$ cat config.mk
export PLATFORM = sky130hd
export DESIGN_NAME = ps2_poly_keymap_flat
export DESIGN_NICKNAME = d
export VERILOG_FILES = /design/src/rtl/ps2_poly_keymap_if.sv /design/src/rtl/ps2_poly_keymap.sv /design/src/flat_wrapper.sv
export SDC_FILE = /design/constraint.sdc
export NUM_CORES = 1
export LEC_CHECK = 0
export ABC_CLOCK_PERIOD_IN_PS = 6200
export BUFFER_PORTS_ARGS = -buffer_cell sky130_fd_sc_hd__buf_2
export CAP_MARGIN = 30
export CORE_UTILIZATION = 61
export CTS_BUF_LIST = sky130_fd_sc_hd__clkbuf_2 sky130_fd_sc_hd__clkbuf_4 sky130_fd_sc_hd__clkbuf_8
export DETAILED_ROUTE_END_ITERATION = 7
export PLACE_DENSITY = 0.85
export SKIP_CTS_REPAIR_TIMING = 1
export SLEW_MARGIN = 20
export SYNTH_ARGS = -nofsm -noshare
export SYNTH_HDL_FRONTEND = slang
export SYNTH_SLANG_ARGS = --single-unit
$ cat constraint.sdc
create_clock -name CLOCK_50 -period 6.2 [get_ports CLOCK_50]
set_input_delay 0.31 -clock CLOCK_50 [delete_from_list [all_inputs] [get_ports CLOCK_50]]
set_output_delay 0.31 -clock CLOCK_50 [all_outputs]
set_load 0.02 [all_outputs]
$ cat src/rtl/ps2_poly_keymap_if.sv
// Byte stream bus from the PS/2 receiver into the keymap decoder.
// The receiver drives it through the master modport and the decoder reads it
// through the slave modport.
interface ps2_byte_if;
    logic       byte_valid;
    logic [7:0] byte_data;

    modport master (output byte_valid, output byte_data);
    modport slave  (input  byte_valid, input  byte_data);
endinterface

$ cat src/rtl/ps2_poly_keymap.sv
// ps2_poly_keymap: polyphonic PS/2 scancode to synth control decoder.
// Parses make / break (F0) / extended (E0) sequences, allocates note keys to
// NUM_VOICES gated voice slots and emits one-cycle octave/ADSR control pulses.
// Optional feature macro: OCTAVE_TRACK_EN adds an internal saturating octave
// register and the octave output port.
module ps2_poly_keymap #(
    parameter int NUM_VOICES  = 4,
    parameter int NOTE_W      = 4
`ifdef OCTAVE_TRACK_EN
    ,
    parameter int OCT_W       = 3,
    parameter int OCT_DEFAULT = 4
`endif
) (
    input  logic                         CLOCK_50,
    input  logic                         resetn,
    ps2_byte_if.slave                    byte_in,
    output logic [NUM_VOICES*NOTE_W-1:0] voice_note,
    output logic [NUM_VOICES-1:0]        voice_gate,
    output logic                         note_on,
    output logic                         note_off,
    output logic [2:0]                   event_voice,
    output logic                         voice_overflow,
    output logic                         octave_minus_minus,
    output logic                         octave_plus_plus,
    output logic                         ADSR_minus_minus,
    output logic                         ADSR_plus_plus,
    output logic [2:0]                   ADSR_selector
`ifdef OCTAVE_TRACK_EN
    ,
    output logic [OCT_W-1:0]             octave
`endif
);

    typedef enum logic [1:0] {S_IDLE, S_BRK, S_EXT, S_EXT_BRK} state_t;

    state_t             state, state_nxt;
    logic               do_make, do_break;
    logic               note_ok, ctl_ok;
    logic [NOTE_W-1:0]  note_code;
    logic [3:0]         ctl_idx;
    logic               hit, free_found;
    logic [2:0]         hit_idx, free_idx;
    logic               alloc, release_v;
    logic [8:0]         ctl_held;

    // Scancode to note number; MSB of the result flags a mapped key.
    function automatic logic [NOTE_W:0] map_note(input logic [7:0] code);
        logic [3:0] n;
        logic       v;
        v = 1'b1;
        n = 4'd0;
        case (code)
            8'h1C: n = 4'd0;
            8'h1D: n = 4'd1;
            8'h1B: n = 4'd2;
            8'h24: n = 4'd3;
            8'h23: n = 4'd4;
            8'h2B: n = 4'd5;
            8'h2C: n = 4'd6;
            8'h34: n = 4'd7;
            8'h35: n = 4'd8;
            8'h33: n = 4'd9;
            8'h3C: n = 4'd10;
            8'h3B: n = 4'd11;
            default: v = 1'b0;
        endcase
        return {v, NOTE_W'(n)};
    endfunction

    // Control keys: Z,X,C,V -> 0..3, number keys 1..5 -> 4..8.
    function automatic logic [4:0] map_ctl(input logic [7:0] code);
        logic [3:0] k;
        logic       v;
        v = 1'b1;
        k = 4'd0;
        case (code)
            8'h1A: k = 4'd0;
            8'h22: k = 4'd1;
            8'h21: k = 4'd2;
            8'h2A: k = 4'd3;
            8'h16: k = 4'd4;
            8'h1E: k = 4'd5;
            8'h26: k = 4'd6;
            8'h25: k = 4'd7;
            8'h2E: k = 4'd8;
            default: v = 1'b0;
        endcase
        return {v, k};
    endfunction

`ifdef OCTAVE_TRACK_EN
    // Saturating one-step octave change.
    function automatic logic [OCT_W-1:0] oct_step(input logic [OCT_W-1:0] cur,
                                                  input logic up);
        if (up)
            return (cur == {OCT_W{1'b1}}) ? cur : cur + 1'b1;
        else
            return (cur == '0) ? cur : cur - 1'b1;
    endfunction
`endif

    // Parser state register; reset drops any partial prefix.
    always_ff @(posedge CLOCK_50 or negedge resetn) begin
        if (!resetn) state <= S_IDLE;
        else         state <= state_nxt;
    end

    // Parser next state and make/break decode for the current byte.
    always_comb begin
        state_nxt = state;
        do_make   = 1'b0;
        do_break  = 1'b0;
        if (byte_in.byte_valid) begin
            case (state)
                S_IDLE: begin
                    if (byte_in.byte_data == 8'hE0)      state_nxt = S_EXT;
                    else if (byte_in.byte_data == 8'hF0) state_nxt = S_BRK;
                    else                                 do_make   = 1'b1;
                end
                S_BRK: begin
                    do_break  = 1'b1;
                    state_nxt = S_IDLE;
                end
                S_EXT:     state_nxt = (byte_in.byte_data == 8'hF0) ? S_EXT_BRK : S_IDLE;
                S_EXT_BRK: state_nxt = S_IDLE;
                default:   state_nxt = S_IDLE;
            endcase
        end
    end

    // Key lookup and voice slot search: held-key hit and lowest free slot.
    always_comb begin
        {note_ok, note_code} = map_note(byte_in.byte_data);
        {ctl_ok, ctl_idx}    = map_ctl(byte_in.byte_data);
        hit        = 1'b0;
        hit_idx    = 3'd0;
        free_found = 1'b0;
        free_idx   = 3'd0;
        for (int i = NUM_VOICES - 1; i >= 0; i--) begin
            if (voice_gate[i] && voice_note[i*NOTE_W +: NOTE_W] == note_code) begin
                hit     = 1'b1;
                hit_idx = 3'(i);
            end
            if (!voice_gate[i]) begin
                free_found = 1'b1;
                free_idx   = 3'(i);
            end
        end
        alloc     = do_make  && note_ok && !hit && free_found;
        release_v = do_break && note_ok && hit;
    end

    // Voice slots and note event pulses.
    always_ff @(posedge CLOCK_50 or negedge resetn) begin
        if (!resetn) begin
            voice_note     <= '0;
            voice_gate     <= '0;
            note_on        <= 1'b0;
            note_off       <= 1'b0;
            event_voice    <= 3'd0;
            voice_overflow <= 1'b0;
        end else begin
            note_on        <= alloc;
            note_off       <= release_v;
            voice_overflow <= do_make && note_ok && !hit && !free_found;
            if (alloc)     event_voice <= free_idx;
            if (release_v) event_voice <= hit_idx;
            for (int i = 0; i < NUM_VOICES; i++) begin
                if (alloc && free_idx == 3'(i)) begin
                    voice_note[i*NOTE_W +: NOTE_W] <= note_code;
                    voice_gate[i]                  <= 1'b1;
                end
                if (release_v && hit_idx == 3'(i))
                    voice_gate[i] <= 1'b0;
            end
        end
    end

    // Control keys: act once per press, repeats suppressed by the held mask.
    always_ff @(posedge CLOCK_50 or negedge resetn) begin
        if (!resetn) begin
            ctl_held           <= '0;
            octave_minus_minus <= 1'b0;
            octave_plus_plus   <= 1'b0;
            ADSR_minus_minus   <= 1'b0;
            ADSR_plus_plus     <= 1'b0;
            ADSR_selector      <= 3'd0;
`ifdef OCTAVE_TRACK_EN
            octave             <= OCT_W'(OCT_DEFAULT);
`endif
        end else begin
            octave_minus_minus <= 1'b0;
            octave_plus_plus   <= 1'b0;
            ADSR_minus_minus   <= 1'b0;
            ADSR_plus_plus     <= 1'b0;
            if (do_make && ctl_ok && !ctl_held[ctl_idx]) begin
                ctl_held[ctl_idx] <= 1'b1;
                case (ctl_idx)
                    4'd0: begin
                        octave_minus_minus <= 1'b1;
`ifdef OCTAVE_TRACK_EN
                        octave <= oct_step(octave, 1'b0);
`endif
                    end
                    4'd1: begin
                        octave_plus_plus <= 1'b1;
`ifdef OCTAVE_TRACK_EN
                        octave <= oct_step(octave, 1'b1);
`endif
                    end
                    4'd2:    ADSR_minus_minus <= 1'b1;
                    4'd3:    ADSR_plus_plus   <= 1'b1;
                    default: ADSR_selector    <= 3'(ctl_idx - 4'd4);
                endcase
            end
            if (do_break && ctl_ok)
                ctl_held[ctl_idx] <= 1'b0;
        end
    end

endmodule

$ cat src/flat_wrapper.sv
// flat-port wrapper written by rule: the top's interface ports become plain ports
module ps2_poly_keymap_flat 
#(
    parameter int NUM_VOICES  = 4,
    parameter int NOTE_W      = 4

)
  (CLOCK_50, resetn, voice_note, voice_gate, note_on, note_off, event_voice, voice_overflow, octave_minus_minus, octave_plus_plus, ADSR_minus_minus, ADSR_plus_plus, ADSR_selector, byte_in_byte_valid, byte_in_byte_data);
  ps2_byte_if byte_in_i ();
  input  logic CLOCK_50;
  input  logic resetn;
  output logic [NUM_VOICES*NOTE_W-1:0] voice_note;
  output logic [NUM_VOICES-1:0] voice_gate;
  output logic note_on;
  output logic note_off;
  output logic [2:0] event_voice;
  output logic voice_overflow;
  output logic octave_minus_minus;
  output logic octave_plus_plus;
  output logic ADSR_minus_minus;
  output logic ADSR_plus_plus;
  output logic [2:0] ADSR_selector;
  input wire logic [$bits(byte_in_i.byte_valid)-1:0] byte_in_byte_valid;
  input wire logic [$bits(byte_in_i.byte_data)-1:0] byte_in_byte_data;
  assign byte_in_i.byte_valid = byte_in_byte_valid;
  assign byte_in_i.byte_data = byte_in_byte_data;
  ps2_poly_keymap #(.NUM_VOICES(NUM_VOICES), .NOTE_W(NOTE_W)) u_core (.CLOCK_50(CLOCK_50), .resetn(resetn), .byte_in(byte_in_i), .voice_note(voice_note), .voice_gate(voice_gate), .note_on(note_on), .note_off(note_off), .event_voice(event_voice), .voice_overflow(voice_overflow), .octave_minus_minus(octave_minus_minus), .octave_plus_plus(octave_plus_plus), .ADSR_minus_minus(ADSR_minus_minus), .ADSR_plus_plus(ADSR_plus_plus), .ADSR_selector(ADSR_selector));
endmodule
==> impl_table.tex <==
\begin{tabular}{lr}
\hline
Metric & Value \\
\hline
\multicolumn{2}{l}{\textbf{Outcome}} \\
Outcome & finished, violations left \\
Violations in the final reports & design-rule violations \\
\multicolumn{2}{l}{\textbf{Routing}} \\
Routed via count divided by cell count & 6.48 \\
Detailed-route DRC error count & 2 \\
Initial DRC count & 272 \\
Via total after detailed routing & 2503 \\
Number of detailed-route iterations in the first pass & 6 \\
Routed Wire Length & 6830 um \\
Wirelength per Cell & 17.7 um \\
Antenna-violating nets left & 0 \\
\multicolumn{2}{l}{\textbf{Power and ir drop}} \\
Sequential fraction of design power & 44.8\% \\
Power per Cell Area & 236 nW/um2 \\
Pleak & 1.43 nW \\
Internal cell power & 0.000503 W \\
Net switching power & 0.000263 W \\
Relative contribution of the clock network to total power & 27.8\% \\
Comb power frac & 27.4\% \\
Peak supply drop & 0.000143 V \\
Fraction of power spent switching nets & 34.4\% \\
\multicolumn{2}{l}{\textbf{STA}} \\
Number of hold violations in the final report & 0 \\
Final setup viols & 0 \\
Min Tclk post-route & 2.92 ns \\
Post-route fraction of the period consumed by the critical path & 47.1\% \\
Maximum clock frequency & 342 MHz \\
Post-Route Setup TNS & 0 ns \\
Final number of max-transition violations & 0 \\
Largest clock skew in the final design & 0.00746 ns \\
Worst relative slew slack & 52.3\% \\
Setup repair after global routing missed its margin & no \\
Slew at the pin with the worst max-slew slack & 0.706 ns \\
\multicolumn{2}{l}{\textbf{Finish}} \\
Share of final-layout standard cells stronger than drive strength 1 & 23.7\% \\
Multi-input logic area & 1720 um2 \\
FF+latch area & 1080 um2 \\
Area growth from synthesis to layout & 10.9\% \\
Filler instances & 336 \\
Total Nets Final & 345 \\
Most frequent standard cell in the layout excluding fill and tap cells & sky130\_fd\_sc\_hd\_\_dfrtp\_1 \\
Highest-count cells in the layout ignoring fill and taps & sky130\_fd\_sc\_hd\_\_dfrtp\_1 (43), sky130\_fd\_sc\_hd\_\_buf\_2 (42), sky130\_fd\_sc\_hd\_\_nor2\_1 (23), sky130\_fd\_sc\_hd\_\_a21oi\_1 (21), sky130\_fd\_sc\_hd\_\_nand2\_1 (15) \\
Final cell area excluding filler cells & 3250 um2 \\
ANT cells & 0 \\
\multicolumn{2}{l}{\textbf{Die}} \\
Die width & 71.3 um \\
Rows & 24 \\
Initial cell density of the core & 65.5\% \\
Y dimension of the die & 71.3 um \\
Core region area & 4470 um2 \\
Num ports & 44 \\
Die Outline Area & 5090 um2 \\
\multicolumn{2}{l}{\textbf{Global routing}} \\
Wire length of the first global-routing pass & 11600 um \\
Gr usage total & 29.1\% \\
Via count of the first global-routing pass & 2321 \\
Overflow after GRT & 0 \\
Largest net degree at the start of global routing & 44 \\
Antenna violations before repair & 0 \\
\multicolumn{2}{l}{\textbf{Clock network}} \\
Clock Tree Buf Depth & 2 \\
Clock tree from TritonCTS & built \\
Worst skew pair latency & 0.30 ns \\
Inserted Clock Buffers & 5 \\
Sinks on the clock net & 43 \\
Buffer cell driving the clock tree root & sky130\_fd\_sc\_hd\_\_clkbuf\_8 \\
H-Tree Depth & 2 \\
Clock-pin slew on the worst setup and hold paths & 0.07 ns \\
\multicolumn{2}{l}{\textbf{Logic synthesis}} \\
Most instantiated flip-flop cell in the synthesis netlist & sky130\_fd\_sc\_hd\_\_dfrtp\_1 \\
Post-synth cell types & 80 \\
Synthesized flop and latch total & 43 \\
Synth top area cells & sky130\_fd\_sc\_hd\_\_dfrtp\_1 (37\%), sky130\_fd\_sc\_hd\_\_mux2\_1 (3.8\%), sky130\_fd\_sc\_hd\_\_a21oi\_1 (3.6\%) \\
Mean Syn Cell Area & 9.87 um2 \\
Proportion of netlist area held by the largest area contributor & 36.7\% \\
Net count after synthesis & 308 \\
Async set-or-reset flop fraction in the synthesized netlist & 100\% \\
Sequential area share after synthesis & 36.7\% \\
Mapped Area & 2930 um2 \\
Synth warn & 0 \\
Number of enable-type register cells in the synthesized netlist & 0 \\
Gate count of the mapped netlist & 297 \\
Library cell with the largest summed area after synthesis & sky130\_fd\_sc\_hd\_\_dfrtp\_1 \\
\multicolumn{2}{l}{\textbf{Worst setup path}} \\
Depth of the most critical reg-to-reg path & 8 \\
Largest fanout of any net on the critical path & 25 \\
Destination of the worst register-to-register timing path & u\_core.voice\_note[5] \\
Worst setup slack for register-to-register paths & 3.65 ns \\
CP startpoint kind & input pin \\
RR Startpoint & u\_core.voice\_note[0] \\
Kind of capture point of the worst setup path & flip-flop \\
Arrival time of the worst setup path & 3.10 ns \\
WP data required & 6.38 ns \\
Kind of critical path & in -> reg \\
\multicolumn{2}{l}{\textbf{Placement}} \\
Final weighted congestion of routability-driven global placement & 0.928 \\
Area after DPL & 3110 um2 \\
Half-perimeter wire length of the detailed placement result & 5000 um \\
IO Port Bufs & 42 \\
\multicolumn{2}{l}{\textbf{Flow run}} \\
Max-cap violations & 0 \\
\multicolumn{2}{l}{\textbf{Min path}} \\
Min-delay src & byte\_in\_byte\_valid \\
Worst hold path endpoint & u\_core.state[0] \\
Min-Delay Path Depth & 2 \\
Worst Hold Class & in -> reg \\
\hline
\end{tabular}
-- cell usage after synthesis (7+ instances only) --
library cell,n
sky130_fd_sc_hd__dfrtp_1,43
sky130_fd_sc_hd__nor2_1,23
sky130_fd_sc_hd__a21oi_1,21
sky130_fd_sc_hd__nand2_1,15
sky130_fd_sc_hd__inv_1,12
sky130_fd_sc_hd__and2_1,10
sky130_fd_sc_hd__mux2_1,10
sky130_fd_sc_hd__nand3_1,10
sky130_fd_sc_hd__a31oi_1,8
sky130_fd_sc_hd__buf_2,8
sky130_fd_sc_hd__mux2i_1,8
sky130_fd_sc_hd__nor3_1,8
sky130_fd_sc_hd__xnor2_1,8
sky130_fd_sc_hd__o21a_1,7
sky130_fd_sc_hd__o21ai_0,7
-- cell families after synthesis --
kind of cell           share of synthesized area [%]
flip-flops                                      36.7
AO/OA/AOI/OAI                                   20.1
other                                          0.128
AND/OR/NAND/NOR                                 26.5
multiplexers                                    8.88
XOR/XNOR                                        2.99
buffers and inverters                           4.69
-- layer usage --
metal	vias up	GRT usage [%]	part of all wire, %
met5	-	0	0
met4	0	9.33	1.5
met3	12	4.78	6.9
met2	108	45.5	47
met1	1201	41.5	45
li1	1182	-	-
-- state kept, by name, indices dropped and copies added (netlist names) --
name and cells:
u_core.octave_minus_minus 1, u_core.voice_note 16, u_core.ctl_held 9, u_core.ADSR_plus_plus 1
u_core.note_on 1, u_core.voice_overflow 1, u_core.octave_plus_plus 1, u_core.ADSR_minus_minus 1
u_core.note_off 1, u_core.voice_gate 4, u_core.event_voice 2, u_core.ADSR_selector 3
u_core.state 2
-- final cells by class --
cell class	count	area share (%)
timing repair buffer	44	7.39
multi-input combinational	228	52.8
inverter	12	1.39
tap	52	2.00
clock inverter	1	0.924
clock buffer	6	2.35
sequential	43	33.1
-- through the flow --
stage / hold WS, ns / cells / util (%) / setup WS [ns] / power [W]
after detailed placement: 0.486 / 377 / 69.6 / 3.01 / 0.000554
after global placement: 0.479 / 377 / 69.6 / 3.15 / 0.000548
after floorplan: 0.0144 / 297 / - / 3.45 / 0.000501
after CTS: 0.184 / 384 / 72.0 / 3.34 / 0.000766
final: 0.238 / 386 / 72.7 / 3.28 / 0.000766
after global routing: 0.243 / 386 / 72.7 / 3.12 / 0.000800
-- worst max-delay path, cell delays in order --
cell and delay [ns]:
sky130_fd_sc_hd__buf_2 0.35, sky130_fd_sc_hd__and2_1 0.29, sky130_fd_sc_hd__a21oi_1 0.11, sky130_fd_sc_hd__a211o_1 0.43, sky130_fd_sc_hd__o21a_1 0.23, sky130_fd_sc_hd__nand4_1 0.15
sky130_fd_sc_hd__o2111ai_4 0.34, sky130_fd_sc_hd__nor4_4 0.51, sky130_fd_sc_hd__mux2_1 0.37
-- power groups by stage --
stage / combinational (W) / sequential [W] / clock [W]
6_report: 0.000210 / 0.000343 / 0.000213
4_1_cts: 0.000206 / 0.000342 / 0.000217
3_3_place_gp: 0.000200 / 0.000348 / 0
2_1_floorplan: 0.000138 / 0.000363 / 0
5_1_grt: 0.000227 / 0.000347 / 0.000226
3_5_place_dp: 0.000206 / 0.000348 / 0
-- worst max-delay path by stage --
stage,depth (start not counted),to,start,slack [ns]
after floorplan,10,u_core.event_voice[1],byte_in_byte_data[7],3.45
after global placement,9,u_core.voice_note[12],byte_in_byte_data[2],3.15
after detailed placement,9,u_core.voice_note[5],byte_in_byte_data[2],3.01
after CTS,9,u_core.voice_note[5],byte_in_byte_data[2],3.34
after global routing,9,u_core.voice_note[4],byte_in_byte_data[2],3.12
final,9,u_core.voice_note[5],byte_in_byte_data[2],3.28
No activity file was read; power rests on OpenSTA's default activity.
